--- config.mk ---
export PLATFORM = sky130hd
export DESIGN_NAME = processor_nios2_qsys_0_oci_dct_packer
export DESIGN_NICKNAME = d
export VERILOG_FILES = /design/src/rtl/processor_nios2_qsys_0_oci_pkg.sv /design/src/rtl/processor_nios2_qsys_0_oci_dct_outreg.sv /design/src/rtl/processor_nios2_qsys_0_oci_dct_packer.sv
export SDC_FILE = /design/constraint.sdc
export NUM_CORES = 1
export LEC_CHECK = 0
export CAP_MARGIN = 20
export CORE_ASPECT_RATIO = 0.9
export CORE_MARGIN = 4
export CORE_UTILIZATION = 44
export CTS_CLUSTER_SIZE = 24
export DETAILED_ROUTE_END_ITERATION = 8
export PLACE_DENSITY = 0.81
export SYNTH_ARGS = -nofsm -noshare
export SYNTH_HDL_FRONTEND = slang
export SYNTH_SLANG_ARGS = --single-unit
--- constraint.sdc ---
create_clock -name clk -period 2.2 [get_ports clk]
set_clock_uncertainty 0.2 [all_clocks]
set_input_delay 0.44 -clock clk [delete_from_list [all_inputs] [get_ports clk]]
set_output_delay 0.44 -clock clk [all_outputs]
set_load 0.1 [all_outputs]
--- src/rtl/processor_nios2_qsys_0_oci_pkg.sv ---
// Shared OCI debug-path types and constants for the data-trace packer.
package processor_nios2_qsys_0_oci_pkg;

  localparam int DCT_SLOTS  = 15;
  localparam int DCT_SLOT_W = 2;
  localparam int DCT_BUF_W  = DCT_SLOTS * DCT_SLOT_W;
  localparam int DCT_CNT_W  = 4;

  // Word handed to the trace memory writer: count in the top bits.
  typedef struct packed {
    logic [DCT_CNT_W-1:0] count;
    logic [DCT_BUF_W-1:0] buffer;
  } dct_word_t;

  typedef enum logic {
    EMPTY = 1'b0,
    FULL  = 1'b1
  } dct_out_state_t;

endpackage

--- src/rtl/processor_nios2_qsys_0_oci_dct_outreg.sv ---
// Single-entry valid/ready output register for the DCT packer.
// A load may land in the same cycle the held word is taken.
module processor_nios2_qsys_0_oci_dct_outreg
  import processor_nios2_qsys_0_oci_pkg::*;
#(
  parameter int W = DCT_CNT_W + DCT_BUF_W
) (
  input  logic         clk,
  input  logic         reset_n,
  input  logic         load_i,
  input  logic [W-1:0] data_i,
  input  logic         out_ready_i,
  output logic         out_valid_o,
  output logic [W-1:0] out_data_o,
  output logic         free_o
);

  dct_out_state_t state_q, state_d;
  logic [W-1:0]   data_q, data_d;

  // Next state: a load always wins; otherwise a taken word empties the slot.
  always_comb begin
    state_d = state_q;
    data_d  = data_q;
    if (load_i) begin
      state_d = FULL;
      data_d  = data_i;
    end else if (state_q == FULL && out_ready_i) begin
      state_d = EMPTY;
    end
  end

  // State and data registers; a reset discards any pending word.
  always_ff @(posedge clk or negedge reset_n) begin
    if (!reset_n) begin
      state_q <= EMPTY;
      data_q  <= '0;
    end else begin
      state_q <= state_d;
      data_q  <= data_d;
    end
  end

  assign out_valid_o = (state_q == FULL);
  assign out_data_o  = data_q;
  assign free_o      = (state_q == EMPTY) || out_ready_i;

endmodule

--- src/rtl/processor_nios2_qsys_0_oci_dct_packer.sv ---
// Data-trace compression packer: shifts 2-bit codes into a 15-slot buffer
// and emits full or flushed buffers as {count, buffer} words.
// Optional drop-on-overflow mode: define PROCESSOR_OCI_DCT_OVERFLOW_EN.
module processor_nios2_qsys_0_oci_dct_packer
  import processor_nios2_qsys_0_oci_pkg::*;
#(
  parameter int SLOTS  = DCT_SLOTS,
  parameter int SLOT_W = DCT_SLOT_W,
  parameter int CNT_W  = DCT_CNT_W
) (
  input  logic                            clk,
  input  logic                            reset_n,
  input  logic                            code_valid,
  input  logic [SLOT_W-1:0]               code,
  output logic                            code_ready,
  input  logic                            flush,
  output logic                            out_valid,
  input  logic                            out_ready,
  output logic [CNT_W+SLOTS*SLOT_W-1:0]   out_word,
  output logic [SLOTS*SLOT_W-1:0]         dct_buffer,
  output logic [CNT_W-1:0]                dct_count,
  output logic                            overflow
);

  localparam int BUF_W = SLOTS * SLOT_W;
  localparam logic [CNT_W-1:0] CNT_FULL = CNT_W'(SLOTS);

  logic [BUF_W-1:0] buf_q, buf_d, buf_app;
  logic [CNT_W-1:0] cnt_q, cnt_d, cnt_app;
  logic             pend_q, pend_d;
  logic             free, cnt_full, flush_req, xfer, honoured;
  logic             acc_app, acc_new;

  assign cnt_full = (cnt_q == CNT_FULL);

`ifdef PROCESSOR_OCI_DCT_OVERFLOW_EN
  // Never backpressure: codes that cannot be placed are dropped. At a held
  // full buffer with the output free, the incoming code starts the next word.
  logic drop, ovf_q;
  assign code_ready = 1'b1;
  assign acc_app    = code_valid && !cnt_full && !pend_q;
  assign acc_new    = code_valid &&  cnt_full && !pend_q && free;
  assign drop       = code_valid && !acc_app && !acc_new;

  // Sticky drop flag; a drop in the same cycle as an honoured flush survives.
  always_ff @(posedge clk or negedge reset_n) begin
    if (!reset_n)      ovf_q <= 1'b0;
    else if (drop)     ovf_q <= 1'b1;
    else if (honoured) ovf_q <= 1'b0;
  end
  assign overflow = ovf_q;
`else
  assign code_ready = !cnt_full && !pend_q;
  assign acc_app    = code_valid && code_ready;
  assign acc_new    = 1'b0;
  assign overflow   = 1'b0;
`endif

  // Append first, then decide whether the (possibly new) buffer leaves.
  always_comb begin
    buf_app   = buf_q;
    cnt_app   = cnt_q;
    if (acc_app) begin
      buf_app = {buf_q[BUF_W-SLOT_W-1:0], code};
      cnt_app = cnt_q + CNT_W'(1);
    end
    flush_req = flush || pend_q;
    xfer      = free && ((cnt_app == CNT_FULL) || (flush_req && cnt_app != '0));
    honoured  = xfer && flush_req;
    buf_d     = buf_app;
    cnt_d     = cnt_app;
    pend_d    = flush_req && (cnt_app != '0);
    if (xfer) begin
      pend_d = 1'b0;
      if (acc_new) begin
        buf_d = {{(BUF_W-SLOT_W){1'b0}}, code};
        cnt_d = CNT_W'(1);
      end else begin
        buf_d = '0;
        cnt_d = '0;
      end
    end
  end

  // Packing buffer, slot count and pending-flush registers.
  always_ff @(posedge clk or negedge reset_n) begin
    if (!reset_n) begin
      buf_q  <= '0;
      cnt_q  <= '0;
      pend_q <= 1'b0;
    end else begin
      buf_q  <= buf_d;
      cnt_q  <= cnt_d;
      pend_q <= pend_d;
    end
  end

  processor_nios2_qsys_0_oci_dct_outreg #(.W(CNT_W + BUF_W)) u_outreg (
    .clk         (clk),
    .reset_n     (reset_n),
    .load_i      (xfer),
    .data_i      ({cnt_app, buf_app}),
    .out_ready_i (out_ready),
    .out_valid_o (out_valid),
    .out_data_o  (out_word),
    .free_o      (free)
  );

  assign dct_buffer = buf_q;
  assign dct_count  = cnt_q;

endmodule

Word-level counts from Yosys, hierarchy flattened
Index checks and enable logic that the tools add are counted.
Word-level totals
  register bits after elaboration: 70
  output and inout port bits: 71
  word-level logic and storage cells: 28
Cells by class
  add/sub/neg operators: 1
  equality and inequality tests: 2
  muxes and demuxes: 7
  bitwise logic cells: 1
  reductions and logical operators: 12
Operator list (number)
  30-bit two-way mux: 2
  4-bit equality test (second input constant): 2
  4-bit two-way mux: 2
  1-bit logical AND: 5
  4-bit by 1-bit adder with 4-bit output (second input constant): 1
  4-bit nonzero test: 1
  1-bit logical OR: 3
  1-bit two-way mux: 3
  1-bit zero test: 2
  2-bit nonzero test: 1
  1-bit inverter: 1

Longest topological paths before layout
  depth in word-level cells: 10
  mapped depth: 9
  depth with buffers taken out: 6

Cells and area by module
A second synthesis with hierarchy kept.
Second synthesis, totals
  cell total of the unflattened synthesis: 221
  area, all modules: 3437.0 um^2
By module, submodules not included
  processor_nios2_qsys_0_oci_dct_packer: instances 1, cells each 146, area each 1985.7 um^2, sequential area each 875.8 um^2
  processor_nios2_qsys_0_oci_dct_outreg: instances 1, cells each 75, area each 1451.4 um^2, sequential area each 875.8 um^2

Worst setup path after synthesis
Ideal clock, no wire load.
  path type: flip-flop to output port
  from: register cnt_q[0] (netlist: dct_count[0])
  to: output code_ready
  arrival: 2.822 ns
  data required time: 1.560 ns
  path slack: -1.262 ns
  stages on the path, launching flop included: 4
  buffers on the path: 1
  cells stage by stage: dfrtp_1 ha_1 buf_2 a31oi_1
On the way
  longest elaborated chain between the ends: 3
Ends and longest elaborated chain
  start, declared: RTL line processor_nios2_qsys_0_oci_dct_packer.sv:29  | logic [CNT_W-1:0] cnt_q, cnt_d, cnt_app;
  start signal, assigned: RTL line processor_nios2_qsys_0_oci_dct_packer.sv:93  | cnt_q <= cnt_d;
  4-bit equality test: RTL line processor_nios2_qsys_0_oci_dct_packer.sv:34  | assign cnt_full = (cnt_q == CNT_FULL);
  1-bit zero test: RTL line processor_nios2_qsys_0_oci_dct_packer.sv:53  | assign code_ready = !cnt_full && !pend_q;
  1-bit logical AND: RTL line processor_nios2_qsys_0_oci_dct_packer.sv:53
  end, declared: RTL line processor_nios2_qsys_0_oci_dct_packer.sv:15  | output logic code_ready,
No other way between the ends.

Worst setup path in the final report
  from: register cnt_q[0] (netlist: dct_count[0])
  to: register u_outreg.data_q[6] (netlist: u_outreg.out_data_o[6])
On the way
  longest elaborated chain between the ends: 9
  elaborated cells on any way between the ends: 12
  those cells by class: 1 x add/sub; 2 x eq/ne; 2 x mux; 7 x reduce/logical
Ends and longest elaborated chain
  parallel branches: the longest is 9 deep, another holds 4-bit by 1-bit adder with 4-bit output
  end signal, assigned: RTL line processor_nios2_qsys_0_oci_dct_outreg.sv:40  | data_q <= data_d;
  end, declared: RTL line processor_nios2_qsys_0_oci_dct_outreg.sv:19  | logic [W-1:0] data_q, data_d;
Parallel ways; which one is timed is not known.
A chain may end at the register's enable or synchronous reset.

==> run metrics <==
outcome=finished, violations left; failing checks=negative setup slack; Min-Delay Path Depth=2; FF-to-FF setup slack=-90 ps; share of cells above drive strength 1=0.448; DP Wirelength=4.62 mm; die width=around 95 um; Max Slew Vio Count=0; cell-internal power=3380 uW; Clock Latency Late Sink=340 ps; DRT iter0 DRCs=68; PD cells=around 1500 mW/mm^2; initial antenna violation count=0; mapped cell area=approximately 0.0030 sq mm; Fin Setup TNS=-1470 ps; clock sink count=70; Pleak=0.00223 uW; DRC viols=0; die footprint=0.00828 sq mm; initial core utilization=0.458; DP Cell Count=around 430; CTS max path bufs=2; logic gate share of total power=0.593; # diodes=0; vias in the first global route=2,294; Fmax=437 MHz; worst reg-to-reg path cell count=9; Yosys top cell by area=dfrtp_1; Worst Setup End Kind=flop; IO Pins=78; synth unique cells=32; vias after detailed routing=2,152; Worst-Margin Slew=about 560 ps; sequential share of the synthesized area=0.578; Final Non-Filler Cells=452; fin crit period=2290 ps; reg-to-reg endpoint=u_outreg.out_data_o[6]; Syn-to-layout area delta=49.1%; data arrival time of the worst path=2290 ps; CTS Buf Count=9; GRT overflow=0; clk slew on worst S/H paths=approximately 70 ps; CTS tree=built; most frequent cells in the layout=buf_4 (77), dfrtp_1 (66), mux2i_1 (62); gpl congestion=0.822; synth top area cells=dfrtp_1 (58%), mux2i_1 (21%), inv_1 (4.2%), nor2_1 (3.3%), nor2_2 (1.7%); Overall Global Routing Usage=0.179; top cell type's share of synthesized area=0.578; commonest non-fill, non-tap cell in the layout=buf_4; switch share=0.494; first-pass GRT wire length=11.4 mm; largest net degree at the start of global routing=41; Syn Inst Count=250; final setup fails=29; WP data required=2200 ps; sequential share of power=0.259; Avg Cell Area, Syn=about 12 sq um; die height=86.7 um; critical path class=reg -> reg; Core Rows=28; final core utilization=0.682; Max VDD drop=approximately 0.0013 V; final hold violation count=0; drt first pass iters=4; Hold EP=u_outreg.out_data_o[10]; final net count=365; RSZ-0062 raised after global routing=true; smallest hold slack=322 ps; htree depth=3; number of I/O port buffers=76; relative slew slack=0.630; critical path startpoint category=flop; Switch Pwr=~3300 uW; wire per inst=roughly 15 um; max-cap viol count=0; YS warnings=0; Hold Path Class=reg -> reg; RR Startpoint=dct_count[0]; final wirelength=6.93 mm; CORE AREA=0.00662 sq mm; clock root buffer=clkbuf_8; drt via density=4.76; critical path peak fanout=6; Tcrit/Tclk final=1.04; FF+latch count, synth=70; post-route ant nets=0; Setup WS post-layout=-90.3 ps; clock network power share=0.148; min-delay src=u_outreg.out_data_o[10]; syn nets=258
through the flow:
step	power, uW	setup slack, ps	instance area [sq um]
6_report	6670	-90.3	4520
5_1_grt	6950	-186	4520
4_1_cts	6540	-68.1	4410
3_5_place_dp	5200	-426	4040
3_3_place_gp	5150	-359	4040
2_1_floorplan	4310	-276	3100
Yosys cell counts (all sizes together):
| master | number |
|---|---|
| xor2 | 1 |
| nand4b | 1 |
| nor3 | 1 |
| o21ai | 1 |
| buf | 12 |
| nand3 | 2 |
| nand2 | 6 |
| ha | 1 |
| a21boi | 1 |
| a32oi | 1 |
| and3 | 1 |
| inv | 34 |
| nand4 | 1 |
| a21oi | 2 |
| conb | 1 |
| a2111oi | 1 |
| a21o | 1 |
| nor2b | 2 |
| nor2 | 35 |
| o21a | 1 |
| clkbuf | 1 |
| nand2b | 5 |
| a31oi | 1 |
| mux2i | 64 |
| xnor2 | 1 |
| dfrtp | 70 |
| o22a | 2 |
worst max-delay path: stages (launching register included):
cell	delay, ps
dfrtp_4	490
ha_4	250
buf_6	120
nor2b_4	110
nand4_1	170
a32oi_4	280
a21boi_4	100
buf_6	160
buf_12	140
mux2i_2	150
power groups by stage:
stage	combinational, uW	clock [uW]	sequential [uW]
2_1_floorplan	1030	0	3280
3_3_place_gp	3410	0	1740
3_5_place_dp	3460	0	1740
4_1_cts	3800	1020	1720
5_1_grt	4120	1080	1750
6_report	3950	988	1720
flip-flops by register name (all words and copies together), names as in the netlist:
| name | count |
|---|---|
| dct_count | 4 |
| u_outreg.out_data_o | 34 |
| pend_q | 1 |
| dct_buffer | 30 |
| u_outreg.out_valid_o | 1 |
worst max-delay path by stage:
stage	from	to	slack, ps	depth (start not counted)
global route	dct_count[0]	u_outreg.out_data_o[6]	-190	9
finish	dct_count[0]	u_outreg.out_data_o[6]	-90	9
global placement	code_valid	u_outreg.out_data_o[28]	-360	7
CTS	dct_count[1]	code_ready	-70	5
detailed placement	code_valid	u_outreg.out_data_o[25]	-430	7
floorplan	dct_count[0]	dct_buffer[3]	-280	9
logic make-up after synthesis:
group,share of synthesized area
buffers and inverters,0.0764
AND/OR/NAND/NOR,0.0838
flip-flops,0.578
XOR/XNOR,0.00578
adder cells (fa/ha/maj),0.00413
other,0.00124
AO/OA/AOI/OAI,0.0392
multiplexers,0.211
area by class of cell:
| cell class | count | area [sq um] |
|---|---|---|
| inverters | 34 | 128 |
| fillers | 492 | 2100 |
| repair buffers | 109 | 1120 |
| clock inverters | 7 | 65.1 |
| well taps | 90 | 113 |
| multi-input cells | 133 | 1200 |
| clock buffers | 9 | 124 |
| flip-flops and latches | 70 | 1760 |
metal layers:
layer,share of wire,GRT usage,up-vias
met5,0,0,-
met4,0.018,0.0646,0
met3,0.058,0.0495,14
met2,0.50,0.291,60
met1,0.42,0.230,1061
li1,-,-,1017
repair_timing:
| item | CTS | global route |
|---|---|---|
| pin swaps | 6 | 5 |
| resized for setup | 18 | 22 |
| hold buffers | 1 | 0 |
| setup endpoints to repair | 64 | 62 |
| gates cloned | 3 | 1 |
| endpoints found under the hold margin | 22 | 0 |
| buffers inserted | 7 | 0 |
No activity file was read; power rests on OpenSTA's default activity.
